--- config.mk ---
export PLATFORM = sky130hd
export DESIGN_NAME = grid_draw
export DESIGN_NICKNAME = d
export VERILOG_FILES = /design/src/rtl/grid_draw_pkg.sv /design/src/rtl/grid_draw_tile_pattern.sv /design/src/rtl/grid_draw.sv
export SDC_FILE = /design/constraint.sdc
export NUM_CORES = 1
export LEC_CHECK = 0
export ABC_AREA = 0
export BUFFER_PORTS_ARGS = -buffer_cell sky130_fd_sc_hd__buf_2
export CORE_ASPECT_RATIO = 1.4
export CORE_MARGIN = 10
export CORE_UTILIZATION = 60
export CTS_CLUSTER_SIZE = 20
export DETAILED_ROUTE_END_ITERATION = 8
export PLACE_DENSITY = 0.84
export SYNTH_ARGS = -nofsm -noshare
export SYNTH_HDL_FRONTEND = slang
export SYNTH_SLANG_ARGS = --single-unit
export TNS_END_PERCENT = 100
--- constraint.sdc ---
create_clock -name clk -period 9.7 [get_ports clk]
set_input_delay 1.455 -clock clk [delete_from_list [all_inputs] [get_ports clk]]
set_output_delay 1.455 -clock clk [all_outputs]
set_load 0.005 [all_outputs]
--- src/rtl/grid_draw_pkg.sv ---
// Shared constants for the grid renderer: pipe codes, colours, grid geometry
// and the frame-draw FSM encoding.
package grid_draw_pkg;

  localparam int TILE      = 8;
  localparam int GRID_N    = 6;
  localparam int INV_TILE  = GRID_N * GRID_N;

  localparam logic [2:0] EMPTY      = 3'd0;
  localparam logic [2:0] STRAIGHT_H = 3'd1;
  localparam logic [2:0] STRAIGHT_V = 3'd2;
  localparam logic [2:0] CORNER_UR  = 3'd3;
  localparam logic [2:0] CORNER_RD  = 3'd4;
  localparam logic [2:0] CORNER_DL  = 3'd5;

  localparam logic [2:0] BG        = 3'b000;
  localparam logic [2:0] CURSOR_BG = 3'b001;
  localparam logic [2:0] PIPE      = 3'b111;

  typedef enum logic [1:0] {
    IDLE = 2'd0,
    DRAW = 2'd1,
    DONE = 2'd2
  } state_t;

endpackage

--- src/rtl/grid_draw_tile_pattern.sv ---
// Combinational 8x8 pipe glyph: decides whether pixel (px,py) of a tile
// showing pipe 'code' is lit.
import grid_draw_pkg::*;

module tile_pattern (
  input  logic [2:0] code,
  input  logic [2:0] px,
  input  logic [2:0] py,
  output logic       lit
);

  logic up, dn, lf, rt, mid_x, mid_y;

  always_comb begin
    up = 1'b0;
    dn = 1'b0;
    lf = 1'b0;
    rt = 1'b0;
    case (code)
      STRAIGHT_H: begin lf = 1'b1; rt = 1'b1; end
      STRAIGHT_V: begin up = 1'b1; dn = 1'b1; end
      CORNER_UR:  begin up = 1'b1; rt = 1'b1; end
      CORNER_RD:  begin rt = 1'b1; dn = 1'b1; end
      CORNER_DL:  begin dn = 1'b1; lf = 1'b1; end
      default:    ;
    endcase
    mid_x = (px == 3'd3) || (px == 3'd4);
    mid_y = (py == 3'd3) || (py == 3'd4);
    // Any connected pipe also lights the 2x2 centre.
    lit = (up && mid_x && (py <= 3'd2)) ||
          (dn && mid_x && (py >= 3'd5)) ||
          (lf && mid_y && (px <= 3'd2)) ||
          (rt && mid_y && (px >= 3'd5)) ||
          ((up | dn | lf | rt) && mid_x && mid_y);
  end

endmodule

--- src/rtl/grid_draw.sv ---
// Frame renderer: on start, snapshots the grid and walks 36 grid tiles plus
// the inventory tile, emitting one VGA plot per cycle.
import grid_draw_pkg::*;

module grid_draw #(
  parameter int X0    = 56,
  parameter int Y0    = 36,
  parameter int INV_X = 112,
  parameter int INV_Y = 36
) (
  input  logic        clk,
  input  logic        reset,
  input  logic        start,
  input  logic [17:0] r0,
  input  logic [17:0] r1,
  input  logic [17:0] r2,
  input  logic [17:0] r3,
  input  logic [17:0] r4,
  input  logic [17:0] r5,
  input  logic [3:0]  cur_x,
  input  logic [3:0]  cur_y,
  input  logic [2:0]  inv_pipe,
  output logic        busy,
  output logic        done,
  output logic [7:0]  vga_x,
  output logic [6:0]  vga_y,
  output logic [2:0]  vga_colour,
  output logic        plot
);

  state_t      state_q, state_d;
  logic [5:0]  tile_q, tile_d;
  logic [2:0]  row_q, row_d, col_q, col_d;
  logic [5:0]  cnt_q, cnt_d;
  logic        busy_q, busy_d, done_q, done_d, plot_q, plot_d;
  logic [7:0]  x_q, x_d;
  logic [6:0]  y_q, y_d;
  logic [2:0]  colour_q, colour_d;

  logic [17:0] rows_q [GRID_N];
  logic [17:0] rows_d [GRID_N];
  logic [3:0]  cx_q, cx_d, cy_q, cy_d;
  logic [2:0]  inv_q, inv_d;

  logic        accept, inv_sel, hl, lit;
  logic [17:0] rsel;
  logic [4:0]  bit_idx;
  logic [2:0]  code, px, py;

  assign accept = (state_q == IDLE) && start;

  // Counters always point at the pixel presented on the outputs next cycle,
  // so the first pixel appears the cycle right after start is accepted.
  always_comb begin
    rows_d[0] = accept ? r0 : rows_q[0];
    rows_d[1] = accept ? r1 : rows_q[1];
    rows_d[2] = accept ? r2 : rows_q[2];
    rows_d[3] = accept ? r3 : rows_q[3];
    rows_d[4] = accept ? r4 : rows_q[4];
    rows_d[5] = accept ? r5 : rows_q[5];
    cx_d      = accept ? cur_x    : cx_q;
    cy_d      = accept ? cur_y    : cy_q;
    inv_d     = accept ? inv_pipe : inv_q;

    state_d = state_q;
    tile_d  = tile_q;
    row_d   = row_q;
    col_d   = col_q;
    cnt_d   = cnt_q;
    case (state_q)
      IDLE: begin
        tile_d = '0;
        row_d  = '0;
        col_d  = '0;
        cnt_d  = '0;
        if (start) state_d = DRAW;
      end
      DRAW: begin
        if (tile_q == 6'(INV_TILE) && cnt_q == 6'd63) begin
          state_d = DONE;
          tile_d  = '0;
          row_d   = '0;
          col_d   = '0;
          cnt_d   = '0;
        end else begin
          cnt_d = cnt_q + 6'd1;
          if (cnt_q == 6'd63) begin
            tile_d = tile_q + 6'd1;
            if (col_q == 3'(GRID_N - 1)) begin
              col_d = '0;
              row_d = row_q + 3'd1;
            end else begin
              col_d = col_q + 3'd1;
            end
          end
        end
      end
      DONE:    state_d = IDLE;
      default: state_d = IDLE;
    endcase
  end

  always_comb begin
    px      = cnt_d[2:0];
    py      = cnt_d[5:3];
    inv_sel = (tile_d == 6'(INV_TILE));
    case (row_d)
      3'd0:    rsel = rows_d[0];
      3'd1:    rsel = rows_d[1];
      3'd2:    rsel = rows_d[2];
      3'd3:    rsel = rows_d[3];
      3'd4:    rsel = rows_d[4];
      default: rsel = rows_d[5];
    endcase
    bit_idx = {2'b00, col_d} * 5'd3;
    code    = inv_sel ? inv_d : rsel[bit_idx +: 3];
    // Out-of-range cursor coordinates never match a column/row below 6.
    hl      = !inv_sel && (cx_d < 4'd6) && (cy_d < 4'd6) &&
              (cx_d == {1'b0, col_d}) && (cy_d == {1'b0, row_d});
  end

  tile_pattern u_pattern (
    .code (code),
    .px   (px),
    .py   (py),
    .lit  (lit)
  );

  always_comb begin
    busy_d   = (state_d == DRAW);
    done_d   = (state_d == DONE);
    plot_d   = busy_d;
    x_d      = '0;
    y_d      = '0;
    colour_d = '0;
    if (busy_d) begin
      colour_d = lit ? PIPE : (hl ? CURSOR_BG : BG);
      if (inv_sel) begin
        x_d = 8'(INV_X) + {5'b0, px};
        y_d = 7'(INV_Y) + {4'b0, py};
      end else begin
        x_d = 8'(X0) + {2'b0, col_d, 3'b000} + {5'b0, px};
        y_d = 7'(Y0) + {1'b0, row_d, 3'b000} + {4'b0, py};
      end
    end
  end

  always_ff @(posedge clk or posedge reset) begin
    if (reset) begin
      state_q  <= IDLE;
      tile_q   <= '0;
      row_q    <= '0;
      col_q    <= '0;
      cnt_q    <= '0;
      busy_q   <= 1'b0;
      done_q   <= 1'b0;
      plot_q   <= 1'b0;
      x_q      <= '0;
      y_q      <= '0;
      colour_q <= '0;
    end else begin
      state_q  <= state_d;
      tile_q   <= tile_d;
      row_q    <= row_d;
      col_q    <= col_d;
      cnt_q    <= cnt_d;
      busy_q   <= busy_d;
      done_q   <= done_d;
      plot_q   <= plot_d;
      x_q      <= x_d;
      y_q      <= y_d;
      colour_q <= colour_d;
    end
  end

  always_ff @(posedge clk) begin
    rows_q <= rows_d;
    cx_q   <= cx_d;
    cy_q   <= cy_d;
    inv_q  <= inv_d;
  end

  assign busy       = busy_q;
  assign done       = done_q;
  assign plot       = plot_q;
  assign vga_x      = x_q;
  assign vga_y      = y_q;
  assign vga_colour = colour_q;

endmodule

==> reports/metrics.csv <==
metric,value,unit
gr-usage-all-layers,23.51,%
synth_largest_area_cell,sky130_fd_sc_hd__dfxtp_1,
floorplan.die_area,17170,um2
wl_per_instance,22.15,um
cp.arrival,5.21,ns
post-synth-top-count-cell,sky130_fd_sc_hd__dfxtp_1,
die_w,113.6,um
timing.hold.worst.class,reg -> reg,
finalCriticalPeriod,4.929,ns
chipHeight,151.1,um
worstRegToRegCells,13,
grt_setup_unrepaired,false,
post_synth_inst_count,668,
area.sequential,3333,um2
io_pins,143,
root_buffer,sky130_fd_sc_hd__clkbuf_16,
fin_worst_hold_slack,0.4648,ns
tightest_slew,0.9956,ns
routed_via_density,6.303,
min_from,rows_q[66]$_DFF_P_,
postSynth.topFlopCell,sky130_fd_sc_hd__dfxtp_1,
fin_crit_sh,50.81,%
globalplace.congestion,0.9894,
setup_viol,0,
async_flop_share,24.20,%
synth_edf_count,0,
cts.path.max_buffers,2,
hold_violations,0,
tritoncts_num_sinks,157,
power.density_cell_area,248.8,nW/um2
critical_path.reg2reg.endpoint,vga_colour[0]$_DFF_PP0_,
tritoncts_clock_tree,done,
setup_buffers_after_cts,0,
placement.io_buffers,141,
layout_overhead_on_the_synthesized_area,16.70,%
worstSetupPathType,in -> reg,
grt_start_max_net_pins,70,
postSynthRegisterBits,157,
start_kind,primary input,
crit_end,vga_colour[0]$_DFF_PP0_,
setup.worst_path.end_class,flip-flop,
area_taken_by_multi_input_logic_gates,3685,um2
peakVddDrop,0.0001698,V
critPathRequiredTime,9.98,ns
r2r_start,state_q[1]$_DFF_PP0_,
mean_post_synth_cell_area,11.02,um2
core-area,11940,um2
vias,5988,
n_fill_cell,792,
ys_top_cells_by_area,"sky130_fd_sc_hd__dfxtp_1, sky130_fd_sc_hd__mux2_2, sky130_fd_sc_hd__dfrtp_1",
final.setup_skew,0.009304,ns
fin_tns_setup,0,ns
grt-ovfl-total,0,
syn-cell-area,7365,um2
drt-initial-drc-count,462,
timing_max_transition_violations_final,0,
post_cts_resize_count,0,
drc_viols,0,
cts.htree.levels,4,
yosysWarningCount,0,
outcome,finished clean,
finish.net_count,918,
diodes,0,
p_total,2.138,mW
cts_buffers,17,
synthTopCellsByCount,"sky130_fd_sc_hd__dfxtp_1, sky130_fd_sc_hd__mux2_2, sky130_fd_sc_hd__dfrtp_1",
grt_pass1_wl,31840,um
first_global_vias,6056,
worst_setup_path_startpoint,start,
antenna_left,0,
std_cell_rows,47,
antenna_found_initial,0,
synth_top_cell_area_share,32.35,%
first_pass_iters,5,
p_leak,3.708,nW
slew_headroom,33.30,%
worstSkewPairLatency,0.42,ns
r2r_slack,5.06,ns
floorplan.initialDensity,61.69,%
clk_pin_slew,0.06,ns
critical_path.max_fanout,69,
place_hpwl,14970,um
wl,21050,um
netlist-cell-type-count,84,
dpl-instance-area,7998,um2
maximum_frequency_from_static_timing_analysis,202.9,MHz
drive_above_1_share,39.60,%
ys_seq_area_share,45.26,%
post_route_standard_cell_area_excluding_fillers,8594,um2
synthesis.nets,796,
drv_cap,0,
cts_hold_buffers,0,
[cells in the final DEF (no fill, tap or decap), drive strengths merged, types with 3 or more instances in the layout]
master   Yosys  final
and4         3      3
clkbuf       7     18
o21ai       17     17
a221oi       6      6
xnor2        9      9
dfxtp      119    119
nor2        31     31
o31ai        5      5
o211ai       9      9
a21o         7      7
a21oi       28     28
dfrtp       38     38
nand2b       8      8
nand4       10     10
nand2       29     29
ha           6      6
mux2       119    119
buf         35    145
o221ai       7      7
or3          5      5
clkinv       0      7
a211oi       3      3
xor2         4      4
nor3        29     29
nand3        8      8
a31oi        4      4
inv         16     21
mux2i       22     22
nor2b        6      6
and2         7      7
nand4bb      3      3
and3         7      7
a22oi        5      5
nor4         4      4
o2bb2ai     11     11
[report_power, final]
part / leakage (nW) / switching [mW] / total [mW] / internal, mW
Combinational: 1.92 / 0.254 / 0.521 / 0.266
Clock: 0.297 / 0.279 / 0.670 / 0.391
Sequential: 1.49 / 0.0753 / 0.947 / 0.872
[area by class of cell]
type                            count  share of cell area [%]
Clock buffer                       18                   5.110
Clock inverter                     14                   1.834
Inverter                           16                  0.6988
Multi-Input combinational cell    453                   42.87
Sequential cell                   157                   38.78
Tap cell                          147                   2.140
Timing Repair Buffer              145                   8.560
[worst min path at each step]
stage / endpoint / slack, ns / cells after the start
detailed placement: rows_q[66]$_DFF_P_ / 0.45 / 1
CTS: rows_q[86]$_DFF_P_ / 0.47 / 2
global route: rows_q[52]$_DFF_P_ / 0.48 / 1
finish: rows_q[66]$_DFF_P_ / 0.46 / 1
floorplan: rows_q[82]$_DFF_P_ / 0.42 / 2
global placement: rows_q[82]$_DFF_P_ / 0.43 / 2
[stage by stage]
step	instances	worst slack (ns)	util, %
6_report	950	4.771	71.99
3_3_place_gp	918	4.542	67.00
2_1_floorplan	668	5.666	-
3_5_place_dp	918	4.408	67.00
4_1_cts	950	4.818	71.99
5_1_grt	950	4.484	71.99
[cell families after synthesis]
kind of cell / share of synthesized area [%]
multiplexers: 21.19
XOR/XNOR: 1.648
AO/OA/AOI/OAI: 13.40
adder cells (fa/ha/maj): 1.019
flip-flops: 45.26
buffers and inverters: 4.791
other: 0.05092
AND/OR/NAND/NOR: 12.64
[critical path, stage by stage]
cell and delay [ns]:
sky130_fd_sc_hd__buf_2 0.07, sky130_fd_sc_hd__nor3b_4 0.15, sky130_fd_sc_hd__buf_4 0.55, sky130_fd_sc_hd__buf_4 0.81
sky130_fd_sc_hd__mux2_2 0.44, sky130_fd_sc_hd__a21oi_1 0.14, sky130_fd_sc_hd__a2111oi_0 0.08, sky130_fd_sc_hd__o21a_1 0.22
sky130_fd_sc_hd__o221ai_1 0.18, sky130_fd_sc_hd__o221a_2 0.23, sky130_fd_sc_hd__a41oi_2 0.19, sky130_fd_sc_hd__and3_1 0.25
sky130_fd_sc_hd__o31ai_2 0.28, sky130_fd_sc_hd__o211ai_1 0.11
[flip-flops by register name, summed over array words and instances (netlist names)]
register	cells
row_q	3
state_q	2
vga_y	7
rows_q	108
cy_q	4
vga_colour	2
col_q	3
done	1
plot	1
vga_x	7
cnt_q	6
cx_q	4
inv_q	3
tile_q	6
[per-layer routing]
layer,global-route usage [%],routed length [um],up-vias
li1,-,-,2701
met1,25.73,7643,2894
met2,40.47,10790,317
met3,5.740,1617,76
met4,13.68,991,0
met5,0,0,-
Note: power is estimated with default switching activity, not from simulation.
